==> config.mk <==
export PLATFORM = sky130hd
export DESIGN_NAME = alu_arbiter
export DESIGN_NICKNAME = d
export VERILOG_FILES = /design/src/rtl/alu_arbiter.sv
export SDC_FILE = /design/constraint.sdc
export NUM_CORES = 1
export LEC_CHECK = 0
export CAP_MARGIN = 10
export CORE_AREA = 2 2 107 109
export DETAILED_ROUTE_END_ITERATION = 10
export DIE_AREA = 0 0 109 111
export HOLD_SLACK_MARGIN = 0.12
export PLACE_DENSITY_LB_ADDON = 0.2
export SYNTH_ARGS = -nofsm -noshare
export SYNTH_HDL_FRONTEND = slang
export SYNTH_SLANG_ARGS = --single-unit
==> constraint.sdc <==
create_clock -name clk -period 1.9 [get_ports clk]
set_input_delay 0.38 -clock clk [delete_from_list [all_inputs] [get_ports clk]]
set_output_delay 0.38 -clock clk [all_outputs]
set_load 0.005 [all_outputs]
==> src/rtl/alu_arbiter.sv <==
// Two-port valid/ready arbiter in front of the shared ALU, one-entry response register.
// `define ALU_ARB_RR_EN for round-robin; otherwise fixed priority with port-1 starvation guard.
module alu_arbiter #(
  parameter int WIDTH      = 32,
  parameter int STARVE_MAX = 4
) (
  input  logic             clk,
  input  logic             rst,
  input  logic             req0_valid,
  output logic             req0_ready,
  input  logic [WIDTH-1:0] req0_op1,
  input  logic [WIDTH-1:0] req0_op2,
  input  logic [2:0]       req0_func3,
  input  logic             req0_subsra,
  input  logic             req1_valid,
  output logic             req1_ready,
  input  logic [WIDTH-1:0] req1_op1,
  input  logic [WIDTH-1:0] req1_op2,
  input  logic [2:0]       req1_func3,
  input  logic             req1_subsra,
  output logic [WIDTH-1:0] alu_op1,
  output logic [WIDTH-1:0] alu_op2,
  output logic [2:0]       alu_func3,
  output logic             alu_subsra,
  input  logic [WIDTH-1:0] alu_result,
  output logic             rsp_valid,
  input  logic             rsp_ready,
  output logic             rsp_id,
  output logic [WIDTH-1:0] rsp_result
);

  logic             rsp_valid_q, rsp_valid_d;
  logic             rsp_id_q, rsp_id_d;
  logic [WIDTH-1:0] rsp_result_q, rsp_result_d;
  logic             slot_free, v0, v1, gnt, win;

  // Requests seen during reset are never accepted.
  assign v0        = req0_valid & ~rst;
  assign v1        = req1_valid & ~rst;
  assign slot_free = ~rsp_valid_q | rsp_ready;
  assign gnt       = slot_free & (v0 | v1);

`ifdef ALU_ARB_RR_EN
  logic last_q, last_d;

  always_comb begin
    win    = (v0 & v1) ? ~last_q : v1;
    last_d = gnt ? win : last_q;
  end

  always_ff @(posedge clk) begin
    if (rst) last_q <= 1'b1;
    else     last_q <= last_d;
  end
`else
  localparam int SW = $clog2(STARVE_MAX + 1);
  localparam logic [SW-1:0] STARVE_LIM = SW'(STARVE_MAX);
  logic [SW-1:0] starve_q, starve_d;

  always_comb begin
    win      = v1 & (~v0 | (starve_q >= STARVE_LIM));
    starve_d = starve_q;
    if (gnt && win)
      starve_d = '0;
    else if (gnt && v1 && starve_q != STARVE_LIM)
      starve_d = starve_q + 1'b1;
  end

  always_ff @(posedge clk) begin
    if (rst) starve_q <= '0;
    else     starve_q <= starve_d;
  end
`endif

  assign req0_ready = gnt & ~win;
  assign req1_ready = gnt & win;

  always_comb begin
    alu_op1    = req0_op1;
    alu_op2    = req0_op2;
    alu_func3  = req0_func3;
    alu_subsra = req0_subsra;
    if (gnt && win) begin
      alu_op1    = req1_op1;
      alu_op2    = req1_op2;
      alu_func3  = req1_func3;
      alu_subsra = req1_subsra;
    end
  end

  always_comb begin
    rsp_valid_d  = rsp_valid_q & ~rsp_ready;
    rsp_id_d     = rsp_id_q;
    rsp_result_d = rsp_result_q;
    if (gnt) begin
      rsp_valid_d  = 1'b1;
      rsp_id_d     = win;
      rsp_result_d = alu_result;
    end
  end

  always_ff @(posedge clk) begin
    if (rst) begin
      rsp_valid_q  <= 1'b0;
      rsp_id_q     <= 1'b0;
      rsp_result_q <= '0;
    end else begin
      rsp_valid_q  <= rsp_valid_d;
      rsp_id_q     <= rsp_id_d;
      rsp_result_q <= rsp_result_d;
    end
  end

  assign rsp_valid  = rsp_valid_q;
  assign rsp_id     = rsp_id_q;
  assign rsp_result = rsp_result_q;

endmodule
==> impl_metrics.toml, run 1 <==
[run_status]
outcome = "complete, but fails checks"
violations = "setup timing"

[global_route]
grtUsageMet1_pct = 19.9
use_met3_pct = 6.64
grt_overflow = 0
grt_start_max_net_pins = 39
grt_pass1_wl_um = 16700
grt_usage_pct = 18.4
grt_pass1_vias = 2891
antenna_found_initial = 1
grt.met2_usage_pct = 32.8
top_usage_layer = "met2"

[detailed_routing]
drt_first_pass_iters = 4
antenna_left = 0
wl_per_cell_um = 18.3
drt_iter0_markers = 61
viasPerCell = 4.31
drc = 0
vias = 2937
routed_wirelength_um = 12500

[critical_path]
critPathBufInv = 5
crit_cells = 8
cp_slowest_cell = "or3_4"
cp_common_cell = "buf_6"
path_class = "reg -> out"
path_delay_family = "buffers and inverters"
worstPathRequired_ns = 1.52
arrival_ns = 2.14
endpoint_kind = "output pin"
cp-start-kind = "flop"
critPathMaxFanout = 8
slowest_delay_ns = 0.49
cp_cell_sequence = "nor2b_4 -> or3_4 -> buf_12 -> buf_16 -> buf_6 -> buf_6 -> mux2_4 -> buf_6"
r2r_cells = 6

[synthesis]
ys_ff_latch = 37
syn_inst = 213
synth-seq-area-share_pct = 27.4
yosys_most_used_dff = "dfxtp_1"
synth_area_leader_cell = "mux2_4"
synth_top_area_share_pct = 37.8
yosysMostFrequentCell = "mux2_4"
synth_area_leaders = "mux2_4 (38%), dfxtp_1 (27%), mux2_2 (13%), nor2b_1 (7.9%), buf_12 (5.2%)"
ys_warn_count = 0
async_reset_ff_share_pct = 0
synth_edf_count = 0
netlist_top_cells_count = "mux2_4 (68), dfxtp_1 (37), nor2b_1 (34)"
synth_nets = 388
syn-cell-area_um2 = 2700
synthDistinctLibCells = 23
avgSynthCellArea_um2 = 12.7

[power]
p_leak_nw = 2.81
switching_power_w = 0.000642
vdd_drop_max_v = 0.000537
p_per_area_nw_per_um2 = 470
p_comb_share_pct = 41.1
switching_share_pct = 22.4
seqPwrFrac_pct = 30.7
p_int_w = 0.00222
clkPwrFrac_pct = 28.3

[cts]
cts-htree-levels = 2
worstSkewPairLatency_ns = 0.28
hold_buffers = 0
clockBufferDepth = 2
clk_pin_slew_ns = 0.05
cts_tree = "yes"
cts_sinks = 37
root_buffer = "clkbuf_16"
numCtsBuffers = 5

[place]
dpl_worst_slack_ns = -0.887
io_buffers = 276
detailed_place_hpwl_um = 9320
place_congestion = 0.766
placed_area_um2 = 5580
dp_cells = 628

[timing]
rsz0062_at_grt = "yes"
slew-limit-headroom_pct = 72.7
holdWs_ns = 0.476
setup_viol_count_final = 69
setup_tns_ns = -31.36
tightest_slew_ns = 0.405
skew_ns = 0.00199
fin_ws_ns = -0.616
period_minus_slack_ns = 2.52
period_share_pct = 132
slew_viol_final = 0
final-hold-violation-count = 0
fmax_mhz = 397

[cells_and_area]
layout.nets = 713
final_layout_size_suffix_gt1_share_pct = 42.8
area_growth_pct = 126
final_cells = 682
finalInstanceArea_um2 = 6090

[die]
dieWidth_um = 109
ios = 277
die_area_um2 = 12100
core_um2 = 11100
die_height_um = 111
initial_core_util_pct = 24.4
std_cell_rows = 39

[hold_path]
hold_depth = 2
hold_path.class = "reg -> reg"

[flow_run]
maxCapViolCount = 0
## logic make-up after synthesis
logic type | count (synthesis) | share of synthesized area [%]
AOI/OAI and AO/OA | 10 | 2.36
muxes | 100 | 51.2
buffers and inverters | 19 | 7.27
and+or+nand+nor | 45 | 10.8
adders and majority gates | 2 | 0.927
DFF | 37 | 27.4
## cell type report
class | instances | area, um^2
Inverter | 4 | 15.0
Multi-Input combinational cell | 157 | 1780
Fill cell | 967 | 4990
Sequential cell | 37 | 742
Tap cell | 143 | 179
Clock buffer | 7 | 143
Timing Repair Buffer | 333 | 3230
Antenna cell | 1 | 2.50
## layout by cell type (no fill, tap or decap), drive strengths merged
master           n
ha               2
buf             85
clkdlybuf4s15    3
clkdlybuf4s50  209
nor3             1
diode            1
and2             1
nand4            2
dfxtp           37
nor2             2
o31ai            4
dlygate4sd2      3
nor2b           35
inv              4
nand2            1
or3              1
nand2b           2
a21oi            4
a31oi            1
o21a             1
mux2           100
clkbuf          40
## worst paths after layout
path | from | endpoint | slack, ns
setup / recovery | rsp_valid | alu_op2[12] | -0.62
hold / removal | rsp_id | rsp_id | 0.48
setup reg to reg | rsp_valid | rsp_result[17] | 0.16
hold reg to reg | rsp_id | rsp_id | 0.48
## worst register-to-register path, delay by kind of cell, from the launching register on
| family | cells | cell delay (ns) |
|---|---|---|
| buffers and inverters | 3 | 0.59 |
| multiplexers | 1 | 0.41 |
| flip-flops | 1 | 0.31 |
| AND/OR/NAND/NOR | 2 | 0.31 |
## power by group through the flow
stage               combinational (W)  sequential (W)  clock, W
global placement              0.00112        0.000888         0
floorplan                    0.000386        0.000897         0
detailed placement            0.00113        0.000892         0
finish                        0.00118        0.000877  0.000809
global route                  0.00125        0.000884  0.000879
CTS                           0.00115        0.000878  0.000853
## state kept, by name, summed over array words and instances, names as in the netlist
signal	count
rsp_valid	1
rsp_result	32
starve_q	3
rsp_id	1
## metal layers
layer,vias to the layer above,share of wire (%)
li1,1398,-
met1,1369,37
met2,150,51
met3,18,10
met4,2,2.2
met5,-,0.072
## through the flow
stage / power [W] / utilization (%)
6_report: 0.00286 / 55.0
5_1_grt: 0.00301 / 55.0
4_1_cts: 0.00288 / 53.1
3_5_place_dp: 0.00203 / 50.4
3_3_place_gp: 0.00201 / 50.4
2_1_floorplan: 0.00128 / -
## repair_timing
action,4_1_cts,5_1_grt
gates resized for setup,115,124
endpoints found under the hold margin,0,0
buffers inserted,14,29
endpoints found under the setup margin,102,69
pin swaps,0,1
gates cloned,3,3
Note: power is estimated with default switching activity, not from simulation.
==> run 2, diff against run 1 <==
CTS_CLUSTER_SIZE = 16   (was default)
PLACE_DENSITY = 0.85   (was default)
PLACE_DENSITY_LB_ADDON = default   (was 0.2)
==> run 2 against run 1 <==
Net effect:
- the flow still finishes with violations (setup timing)
- wire length fell by 1.4%
- total power rose by 10%
- maximum frequency rose by 2.5%
- sequential cell count did not move
- clock skew rose by 0.0047 ns
- setup slack improved by 0.061 ns
- critical endpoint is now alu_op2[2]
- highest routed layer is now met4
==> impl_metrics.toml, run 2 (synthesis gave the netlist of run 1 again) <==
[cells_and_area]
layout.nets = 700
largest_reg_flops = 32
finalInstanceArea_um2 = 6190
n_fill_cell = 930
mostFrequentLayoutCell = "clkdlybuf4s50_1"
final_layout_size_suffix_gt1_share_pct = 42.2
final_cell_mix = "clkdlybuf4s50_1 (202), mux2_4 (68), buf_6 (54)"
area_growth_pct = 129
diodes = 0

[power]
vdd_drop_max_v = 0.000614
p_per_area_nw_per_um2 = 508
p_leak_nw = 2.87

[global_route]
grt_pass1_wl_um = 17900
grt_start_max_net_pins = 39
grt_overflow = 0
grt_pass1_vias = 3277
grt_usage_pct = 19.3
antenna_found_initial = 0

[place]
detailed_place_hpwl_um = 9120
placed_area_um2 = 5570
place_congestion = 0.923
io_buffers = 276

[die]
ios = 277
die_height_um = 111
core_um2 = 11100
dieWidth_um = 109
die_area_um2 = 12100
std_cell_rows = 39
initial_core_util_pct = 24.4

[critical_path]
worstPathRequired_ns = 1.52
cp_common_cell = "buf_6"
cp-start-kind = "flop"
critPathBufInv = 5
slowest_delay_ns = 0.45
endpoint_kind = "output pin"
critPathMaxFanout = 5
cp_slowest_cell = "or3_4"
path_class = "reg -> out"
path_delay_family = "buffers and inverters"
arrival_ns = 2.07
cp_cell_sequence = "nor2b_4 -> or3_4 -> buf_6 -> buf_12 -> buf_6 -> buf_6 -> mux2_4 -> buf_6"

[cts]
cts-htree-levels = 2
clk_pin_slew_ns = 0.06
clockBufferDepth = 2
hold_buffers = 0
cts_sinks = 37
root_buffer = "clkbuf_16"
cts_tree = "yes"
worstSkewPairLatency_ns = 0.28
numCtsBuffers = 5

[detailed_routing]
viasPerCell = 4.32
wl_per_cell_um = 18.4
drt_iter0_markers = 64
drt_first_pass_iters = 4
antenna_left = 0
vias = 2893
drc = 0
routed_wirelength_um = 12300

[timing]
setup_viol_count_final = 69
skew_ns = 0.00674
slew-limit-headroom_pct = 73.0
period_minus_slack_ns = 2.45
final-hold-violation-count = 0
fin_ws_ns = -0.554
period_share_pct = 129
setup_tns_ns = -28.78
tightest_slew_ns = 0.402
slew_viol_final = 0
fmax_mhz = 407
rsz0062_at_grt = "yes"

[hold_path]
hold_path.class = "reg -> reg"

[flow_run]
maxCapViolCount = 0

[run_status]
violations = "setup timing"
outcome = "complete, but fails checks"
-- run 2: changes by cell type in the layout (fill, tap and decap cells not counted), moves of 3 or more --
cell             before  now
buf_2                 5    0
buf_6                49   54
clkbuf_2             31   28
buf_16                2    7
buf_4                27   11
dlygate4sd2_1         3    7
clkdlybuf4s50_1     209  202
-- run 2: stage by stage --
step | instances | hold slack (ns) | total power [W] | util [%] | setup WS (ns)
4_1_cts | 661 | 0.483 | 0.00318 | 56.2 | -0.701
3_5_place_dp | 628 | 0.474 | 0.00203 | 50.3 | -0.932
3_3_place_gp | 628 | 0.462 | 0.00201 | 50.3 | -0.905
6_report | 669 | 0.479 | 0.00315 | 55.9 | -0.554
2_1_floorplan | 213 | 0.461 | 0.00128 | - | 0.0402
5_1_grt | 669 | 0.492 | 0.00328 | 55.9 | -0.610
-- run 2: path summary, 6_finish.rpt --
check                 start       endpoint  slack, ns  cells after the start
setup / recovery  rsp_valid     alu_op2[2]      -0.55                      8
hold / removal       rsp_id         rsp_id       0.48                      2
setup reg to reg  rsp_valid  rsp_result[0]       0.23                      5
hold reg to reg      rsp_id         rsp_id       0.48                      2
-- run 2: worst register-to-register path, cell delays in order (launching register included) --
cell and delay (ns):
dfxtp_2 0.32, nor2b_4 0.12, buf_4 0.15, nor3_4 0.16, buf_4 0.40, mux2_2 0.40
-- run 2: cell type report --
cell class              count  area [um^2]  area share, %
clock inverters             3         65.1           1.05
inverters                   4         15.0          0.242
well taps                 143          179           2.89
multi-input cells         157         1780           28.8
repair buffers            320         3290           53.1
flip-flops and latches     37          742           12.0
clock buffers               5          125           2.02
-- run 2: per-layer routing --
layer,vias to the layer above,part of all wire [%],global-route usage (%)
met1,1331,35,18.6
li1,1375,-,-
met4,0,3.5,8.12
met2,160,53,37.3
met3,27,9.0,5.29
met5,-,0,0
-- run 2: power breakdown --
part | internal [W] | total (W) | switching [W]
Clock | 0.000749 | 0.00107 | 0.000316
Combinational | 0.000875 | 0.00120 | 0.000330
Sequential | 0.000846 | 0.000878 | 0.0000326
Total | 0.00247 | 0.00315 | 0.000679
-- run 2: what timing repair did --
action,4_1_cts,5_1_grt
pin swaps,1,1
gates resized for setup,209,82
setup endpoints to repair,102,70
buffers inserted,17,10
gates cloned,8,1
